--- config.mk ---
export PLATFORM = sky130hd
export DESIGN_NAME = exc_commit_ctrl
export DESIGN_NICKNAME = d
export VERILOG_FILES = /design/src/rtl/exc_commit_ctrl.sv
export SDC_FILE = /design/constraint.sdc
export NUM_CORES = 1
export LEC_CHECK = 0
export BUFFER_PORTS_ARGS = -buffer_cell sky130_fd_sc_hd__buf_2
export CORE_MARGIN = 10
export CORE_UTILIZATION = 43
export CTS_CLUSTER_SIZE = 24
export DETAILED_ROUTE_END_ITERATION = 12
export PLACE_DENSITY = 0.86
export SYNTH_ARGS = -nofsm -noshare
export SYNTH_HDL_FRONTEND = slang
export SYNTH_SLANG_ARGS = --single-unit
--- constraint.sdc ---
create_clock -name clk -period 4.45 [get_ports clk]
set_input_delay 0.89 -clock clk [delete_from_list [all_inputs] [get_ports clk]]
set_output_delay 0.89 -clock clk [all_outputs]
set_load 0.005 [all_outputs]
--- src/rtl/exc_commit_ctrl.sv ---
// WB-stage exception/ertn commit controller: selects one event per commit, drives the CSR
// exception interface and the pipeline flush/hold. Define EXC_COUNT_EN to add an exception counter.
module exc_commit_ctrl #(
  parameter int DRAIN_CYCLES = 2,
  parameter int CNT_W        = 32
) (
  input  logic              clk,
  input  logic              reset,
  input  logic              wb_valid,
  output logic              wb_ready,
  input  logic [31:0]       wb_pc_in,
  input  logic [31:0]       wb_vaddr,
  input  logic              wb_adef,
  input  logic              wb_ale,
  input  logic              wb_sys,
  input  logic              wb_brk,
  input  logic              wb_ine,
  input  logic              wb_ertn,
  input  logic              csr_crmd_ie,
  input  logic [12:0]       csr_ecfg_lie,
  input  logic [12:0]       csr_estat_is,
  input  logic [31:0]       csr_eentry,
  input  logic [31:0]       csr_era,
  output logic              wb_ex,
  output logic [5:0]        wb_ecode,
  output logic [8:0]        wb_esubcode,
  output logic [31:0]       wb_pc,
  output logic              ertn_flush,
  output logic              badv_we,
  output logic [31:0]       badv_value,
  output logic              flush_valid,
  output logic [31:0]       flush_pc,
  output logic              pipe_hold
`ifdef EXC_COUNT_EN
  ,
  input  logic              exc_count_clr,
  output logic [CNT_W-1:0]  exc_count
`endif
);

  typedef enum logic [1:0] {
    IDLE  = 2'd0,
    FLUSH = 2'd1,
    DRAIN = 2'd2
  } state_t;

  localparam logic [3:0] DRAIN_LOAD = 4'(DRAIN_CYCLES - 1);

  state_t      state;
  logic        int_pend_q;
  logic [3:0]  drain_cnt;

  logic        ev_take;
  logic        ev_ex;
  logic [5:0]  ev_ecode;
  logic        ev_badv_we;
  logic [31:0] ev_badv;

  // Fixed-priority event pick; any exception flag outranks ertn.
  always_comb begin
    ev_take    = 1'b1;
    ev_ex      = 1'b1;
    ev_ecode   = 6'h00;
    ev_badv_we = 1'b0;
    ev_badv    = 32'h0;
    if (int_pend_q) begin
      ev_ecode = 6'h00;
    end else if (wb_adef) begin
      ev_ecode   = 6'h08;
      ev_badv_we = 1'b1;
      ev_badv    = wb_pc_in;
    end else if (wb_ale) begin
      ev_ecode   = 6'h09;
      ev_badv_we = 1'b1;
      ev_badv    = wb_vaddr;
    end else if (wb_sys) begin
      ev_ecode = 6'h0B;
    end else if (wb_brk) begin
      ev_ecode = 6'h0C;
    end else if (wb_ine) begin
      ev_ecode = 6'h0D;
    end else if (wb_ertn) begin
      ev_ex = 1'b0;
    end else begin
      ev_take = 1'b0;
      ev_ex   = 1'b0;
    end
  end

  always_ff @(posedge clk or posedge reset) begin
    if (reset) begin
      state       <= IDLE;
      int_pend_q  <= 1'b0;
      drain_cnt   <= 4'd0;
      wb_ready    <= 1'b1;
      wb_ex       <= 1'b0;
      wb_ecode    <= 6'h00;
      wb_esubcode <= 9'h000;
      wb_pc       <= 32'h0;
      ertn_flush  <= 1'b0;
      badv_we     <= 1'b0;
      badv_value  <= 32'h0;
      flush_valid <= 1'b0;
      flush_pc    <= 32'h0;
      pipe_hold   <= 1'b0;
    end else begin
      int_pend_q  <= csr_crmd_ie & (|(csr_estat_is & csr_ecfg_lie));
      // Event outputs are single-cycle pulses; they fall back to zero unless a commit is taken.
      wb_ex       <= 1'b0;
      wb_ecode    <= 6'h00;
      wb_esubcode <= 9'h000;
      wb_pc       <= 32'h0;
      ertn_flush  <= 1'b0;
      badv_we     <= 1'b0;
      badv_value  <= 32'h0;
      flush_valid <= 1'b0;
      flush_pc    <= 32'h0;
      case (state)
        IDLE: begin
          if (wb_valid && ev_take) begin
            state       <= FLUSH;
            wb_ready    <= 1'b0;
            pipe_hold   <= 1'b1;
            wb_ex       <= ev_ex;
            ertn_flush  <= ~ev_ex;
            wb_ecode    <= ev_ecode;
            wb_pc       <= wb_pc_in;
            badv_we     <= ev_badv_we;
            badv_value  <= ev_badv;
            flush_valid <= 1'b1;
            flush_pc    <= ev_ex ? csr_eentry : csr_era;
          end
        end
        FLUSH: begin
          state     <= DRAIN;
          drain_cnt <= DRAIN_LOAD;
        end
        DRAIN: begin
          if (drain_cnt == 4'd0) begin
            state     <= IDLE;
            pipe_hold <= 1'b0;
            wb_ready  <= 1'b1;
          end else begin
            drain_cnt <= drain_cnt - 4'd1;
          end
        end
        default: begin
          state     <= IDLE;
          pipe_hold <= 1'b0;
          wb_ready  <= 1'b1;
        end
      endcase
    end
  end

`ifdef EXC_COUNT_EN
  // Counts taken exceptions (ertn excluded); clear wins over a coincident pulse.
  always_ff @(posedge clk or posedge reset) begin
    if (reset) begin
      exc_count <= '0;
    end else if (exc_count_clr) begin
      exc_count <= '0;
    end else if (wb_ex) begin
      exc_count <= exc_count + CNT_W'(1);
    end
  end
`endif

endmodule

==> out/metrics.cfg, run 1 <==
[status]
outcome = completed

[yosys]
synth-async-reset-ratio = 1.00
synthSimpleGateAreaFrac = 0.148
synthXorXnorAreaFrac = 0.00189
muxShareOfSynthArea = 0.0692
synth_area_leaders = dfrtp_1 (61%), mux2i_1 (6.9%), and2_1 (4.3%)
ys_types = 41
synth_top_flop_cell = dfrtp_1
synth_top_family_by_area = simple AND/OR/NAND/NOR gates
synth_compound_area_frac = 0.105
synth_area_leader_cell = dfrtp_1
yosysTopAreaCellShare = 0.605
yosysWarnings = 0
synthTopCellsByCount = dfrtp_1 (112), nor2_1 (35), a21oi_1 (34), o21ai_0 (34)
synth-seq-area-share = 0.611
synth-adder-area-share = 0.00270
ys_seq_elements = 113
synth-edff-count = 0
yosysMostFrequentCell = dfrtp_1
avgSynthCellArea_um2 = 11.2
synthCells = 412
syn_area_um2 = 4630

[clock_network]
clk_pin_slew_ns = 0.05
cts.repair.resized = 0
clockBufferDepth = 2
cts_tree = yes
htree_levels = 4
clkSinkCount = 113
insertion_delay_ns = 0.50
cts_inserted_buffers = 17
root_buffer = clkbuf_8
cts_hold_buf = 0
cts_setup_buffers = 0

[grt]
track_usage = 0.200
top_usage_layer = met2
met2_usage = 0.342
grt_pass1_wl_um = 23700
grt_max_degree = 82
grt_pass1_vias = 4578
grt-ovfl-total = 0
grt_use_met3 = 0.0801
antenna_found_initial = 3
grt_use_met1 = 0.224

[sta]
setup_viol = 0
rsz0062_at_grt = no
max_freq_mhz = 425
slew_headroom = 0.247
layout_min_cycle_time_ns = 2.35
fin_tns_setup_ns = 0
finalCritPeriodShare = 0.528
skew_ns = 0.00959
drv_slew = 0
hold_viol_final = 0
worst_pin_slew_ns = 1.13
setup_slack_ns = 2.10

[worst_setup_path]
path_max_fanout = 35
critical_path_class = in -> reg
worstSetupStartpointType = primary input
cp.required_ns = 4.86
cp-end-kind = register
cp_data_arrival_time_ns = 2.76

[finish]
syn_to_final_growth_pct = 42.1
nFillCells = 887
final-seq-area_um2 = 2830
multi_input_area_um2 = 1570
layout-drive-gt1-share = 0.455
nets = 837

[die]
die_w_um = 124
die_y_um = 124
die_area_um2 = 15300
core_area_um2 = 10400
row_count = 37
start_util = 0.444
pin_count = 281

[power]
powerDensity_nw_per_um2 = 473
p_leak_uw = 0.00363
ir_drop_mv = 0.260

[hold_path]
hold_path.class = reg -> reg

[run]
cap_violations = 0

[placement]
dp_slack_ns = 1.59
hpwl_um = 12400
gp_congestion = 0.821
port-buffer-count = 269

[drt]
drc = 0
wl_per_cell_um = 19.7
first_pass_iters = 4
viasPerCell = 5.10
routed-via-count = 4205
drt_iter0_drc = 357
antenna_left = 0
routed_wl_um = 16200

==> path summary, 6_finish.rpt <==
path / startpoint / to / slack, ns / cells after the start
max in group asynchronous: reset / wb_ready / 2.79 / 3
max reg2reg: state[1] / badv_value[16] / 2.22 / 3
min in group asynchronous: reset / wb_pc[18] / 0.60 / 2
min reg2reg: wb_ready / wb_ready / 0.49 / 2
min: wb_ready / wb_ready / 0.49 / 2
max: wb_adef / badv_value[16] / 2.10 / 5
==> cell families (layout without fill, tap and decap cells) <==
group                      count (synthesis)  after routing
DFF                                      113            113
AOI/OAI and AO/OA                         87             87
and+or+nand+nor                          122            122
buffers and inverters                     55            317
other                                      1             15
muxes                                     32             32
adders and majority gates                  1              1
xor gates and xnor gates                   1              1
==> through the flow <==
step / cell area [µm²] / cells / utilization / hold slack, ns / total power, µW
floorplan: 4670 / 422 / - / 0.465 / 1560
global placement: 6000 / 789 / 0.576 / 0.465 / 1830
detailed placement: 6000 / 789 / 0.576 / 0.490 / 1870
CTS: 6570 / 820 / 0.631 / 0.495 / 3140
global route: 6570 / 821 / 0.631 / 0.525 / 3270
finish: 6580 / 824 / 0.632 / 0.489 / 3110
==> final cells by class <==
cell class | instances | share of cell area
antenna | 4 | 0.00152
clock buffer | 21 | 0.0698
clock inverter | 10 | 0.0167
inverter | 11 | 0.00666
multi-input combinational | 254 | 0.238
sequential | 113 | 0.430
tap | 136 | 0.0259
timing repair buffer | 275 | 0.211
==> layout by cell type, fill, tap and decap left out, types with 2 or more instances in the layout <==
| cell type | synthesis | layout |
|---|---|---|
| buf_2 | 3 | 269 |
| dfrtp_1 | 112 | 112 |
| o21ai_0 | 34 | 34 |
| nor2_1 | 35 | 34 |
| a21oi_1 | 34 | 34 |
| and2_1 | 32 | 32 |
| mux2i_1 | 32 | 32 |
| nand4_1 | 32 | 32 |
| clkbuf_16 | 0 | 16 |
| conb_1 | 1 | 11 |
| inv_1 | 11 | 10 |
| buf_4 | 11 | 6 |
| nor3_1 | 5 | 5 |
| a22oi_1 | 5 | 5 |
| diode_2 | 0 | 4 |
| clkbuf_8 | 0 | 4 |
| clkinvlp_4 | 0 | 4 |
| clkinv_2 | 0 | 4 |
| nand2_1 | 3 | 3 |
| nand3_1 | 3 | 3 |
| o21a_1 | 2 | 2 |
| nor2b_1 | 2 | 2 |
| o2bb2ai_1 | 2 | 2 |
| o31ai_1 | 2 | 2 |
| bufinv_16 | 0 | 2 |
==> metal layers <==
metal / wire [µm] / vias up
met5: 7 / -
met2: 8340 / 233
met4: 198 / 2
li1: - / 1941
met1: 5950 / 2011
met3: 1720 / 18
==> report_power, final <==
part	total, µW	switching [µW]	internal, µW
registers	1250	71.3	1180
logic	588	326	262
clock network	1270	441	832
total	3110	839	2280
==> sequential cells by signal, indices dropped and copies added, names as in the netlist, 2 cells and up <==
register and cells:
badv_value 32, drain_cnt 4, flush_pc 32, state 2
wb_ecode 4, wb_pc 32
==> critical path, cell delays in order <==
cell	delay (ns)
buf_2	0.15
buf_4	0.51
nor2_1	0.10
or3_1	0.78
nor2_1	0.30
Note: power is estimated with default switching activity, not from simulation.
==> run 2: changes to the inputs <==
- CORE_UTILIZATION: 43 -> 39
- PLACE_DENSITY: 0.86 -> 0.82
- clock period: 4.45 -> 2 ns (I/O delays scaled with it)
==> run 2 against run 1 <==
Compared with the run above: die area up 8.6%; global-route usage shrank 1.4 points; sequential power is 120% higher; final cell count is 1.3% higher; clock power up 130%; power grew 120%; utilization shrank 5.3 points; routed wire length fell by 2.5%; largest cell class unchanged; highest routed layer unchanged.
==> out/metrics.cfg, run 2 (synthesized netlist as in run 1, its figures left out) <==
[status]
outcome = completed

[placement]
dpl-instance-area_um2 = 6090
port-buffer-count = 269
hpwl_um = 12000
dp_cells = 803
gp_congestion = 0.821

[die]
die_area_um2 = 16600
start_util = 0.402
row_count = 39
die_y_um = 129
die_w_um = 129
core_area_um2 = 11500
pin_count = 281

[worst_setup_path]
cp.required_ns = 2.34
startpoint = state[0]
critical_path_class = reg -> reg
cp_slowest_stage_delay_ns = 0.47
worstSetupStartpointType = register
slowest_stage = or3b_1
r2r_start = state[0]
crit_chain = or3b_1 -> a31oi_2 -> buf_4 -> and2_1
cp-end-kind = register
path_max_fanout = 32
cp_data_arrival_time_ns = 2.08

[finish]
stdcell_count = 835
syn_to_final_growth_pct = 43.9
top_regs = badv_value x32, flush_pc x32, wb_pc x32
nFillCells = 968
fin_area_um2 = 6660
antennaDiodeCount = 0
nets = 844
final_cell_mix = buf_2 (269), dfrtp_1 (112), o21ai_0 (34), nor2_1 (34), a21oi_1 (34)
layout-drive-gt1-share = 0.458
post-route-util = 0.578
layout_commonest_cell = buf_2

[grt]
grt_max_degree = 114
antenna_found_initial = 2
grt-ovfl-total = 0
track_usage = 0.187
grt_pass1_vias = 4653
grt_pass1_wl_um = 24300

[power]
switching_power_uw = 1880
power_frac_comb = 0.194
powerDensity_nw_per_um2 = 1050
p_leak_uw = 0.00367
ir_drop_mv = 0.534
switching_share = 0.268
pwr-share-clk = 0.412
internal_power_uw = 5120
sequentialPowerShare = 0.394
power_uw = 7000

[sta]
drv_slew = 0
fin_tns_setup_ns = 0
layout_min_cycle_time_ns = 1.74
worst_pin_slew_ns = 0.592
rsz0062_at_grt = no
finalCritPeriodShare = 0.871
skew_ns = 0.00790
setup_viol = 0
hold_viol_final = 0
slew_headroom = 0.605
max_freq_mhz = 574

[clock_network]
clockBufferDepth = 2
insertion_delay_ns = 0.41
cts.repair.resized = 0
cts_hold_buf = 0
clkSinkCount = 113
cts_tree = yes
cts_inserted_buffers = 17
htree_levels = 4
root_buffer = clkbuf_16
clk_pin_slew_ns = 0.05
cts_setup_buffers = 0

[drt]
viasPerCell = 5.06
routed-via-count = 4221
antenna_left = 0
wl_per_cell_um = 18.9
drt_iter0_drc = 291
drc = 0
routed_wl_um = 15800
first_pass_iters = 4

[hold_path]
hold_path.class = in -> async

[run]
cap_violations = 0

run 2: worst paths after layout:
path | end | slack (ns) | cells past startpoint
min | wb_pc[18] | 0.17 | 3
max in group asynchronous | wb_pc[25] | 1.38 | 3
max | wb_pc[20] | 0.26 | 4
min in group clk | wb_pc[22] | 0.21 | 2
max reg2reg | wb_pc[20] | 0.26 | 4
min reg2reg | wb_ready | 0.48 | 2
run 2: layout make-up:
class / instances / area [µm²] / area share
clock buffers: 22 / 464 / 0.0697
clock inverters: 10 / 110 / 0.0165
inverters: 11 / 45.0 / 0.00676
multi-input cells: 254 / 1570 / 0.235
flip-flops and latches: 113 / 2830 / 0.425
well taps: 143 / 179 / 0.0269
repair buffers: 282 / 1470 / 0.221
run 2: power by group through the flow:
stage	registers, µW	clock network (µW)	logic [µW]
5_1_grt	2800	3050	1510
3_3_place_gp	2790	0	1330
4_1_cts	2770	2950	1390
6_report	2760	2880	1360
3_5_place_dp	2800	0	1380
2_1_floorplan	2840	0	638
run 2: critical path: cells and delay by family (launching register included):
family	cells	cell delay, ns
AOI/OAI and AO/OA	1	0.25
buffers and inverters	1	0.33
and+or+nand+nor	2	0.66
DFF	1	0.42
run 2: metrics by stage:
stage | hold WS [ns] | setup slack [ns]
after detailed placement | 0.476 | 0.171
final | 0.166 | 0.259
after global placement | 0.482 | 0.214
after global routing | 0.205 | 0.165
after CTS | 0.192 | 0.219
after floorplan | 0.465 | 0.229
run 2: routing by layer:
layer,GRT usage,part of all wire,up-vias
met2,0.313,0.49,260
met3,0.105,0.13,32
met5,0,0.0011,-
met1,0.190,0.36,1976
li1,-,-,1951
met4,0.0783,0.021,2
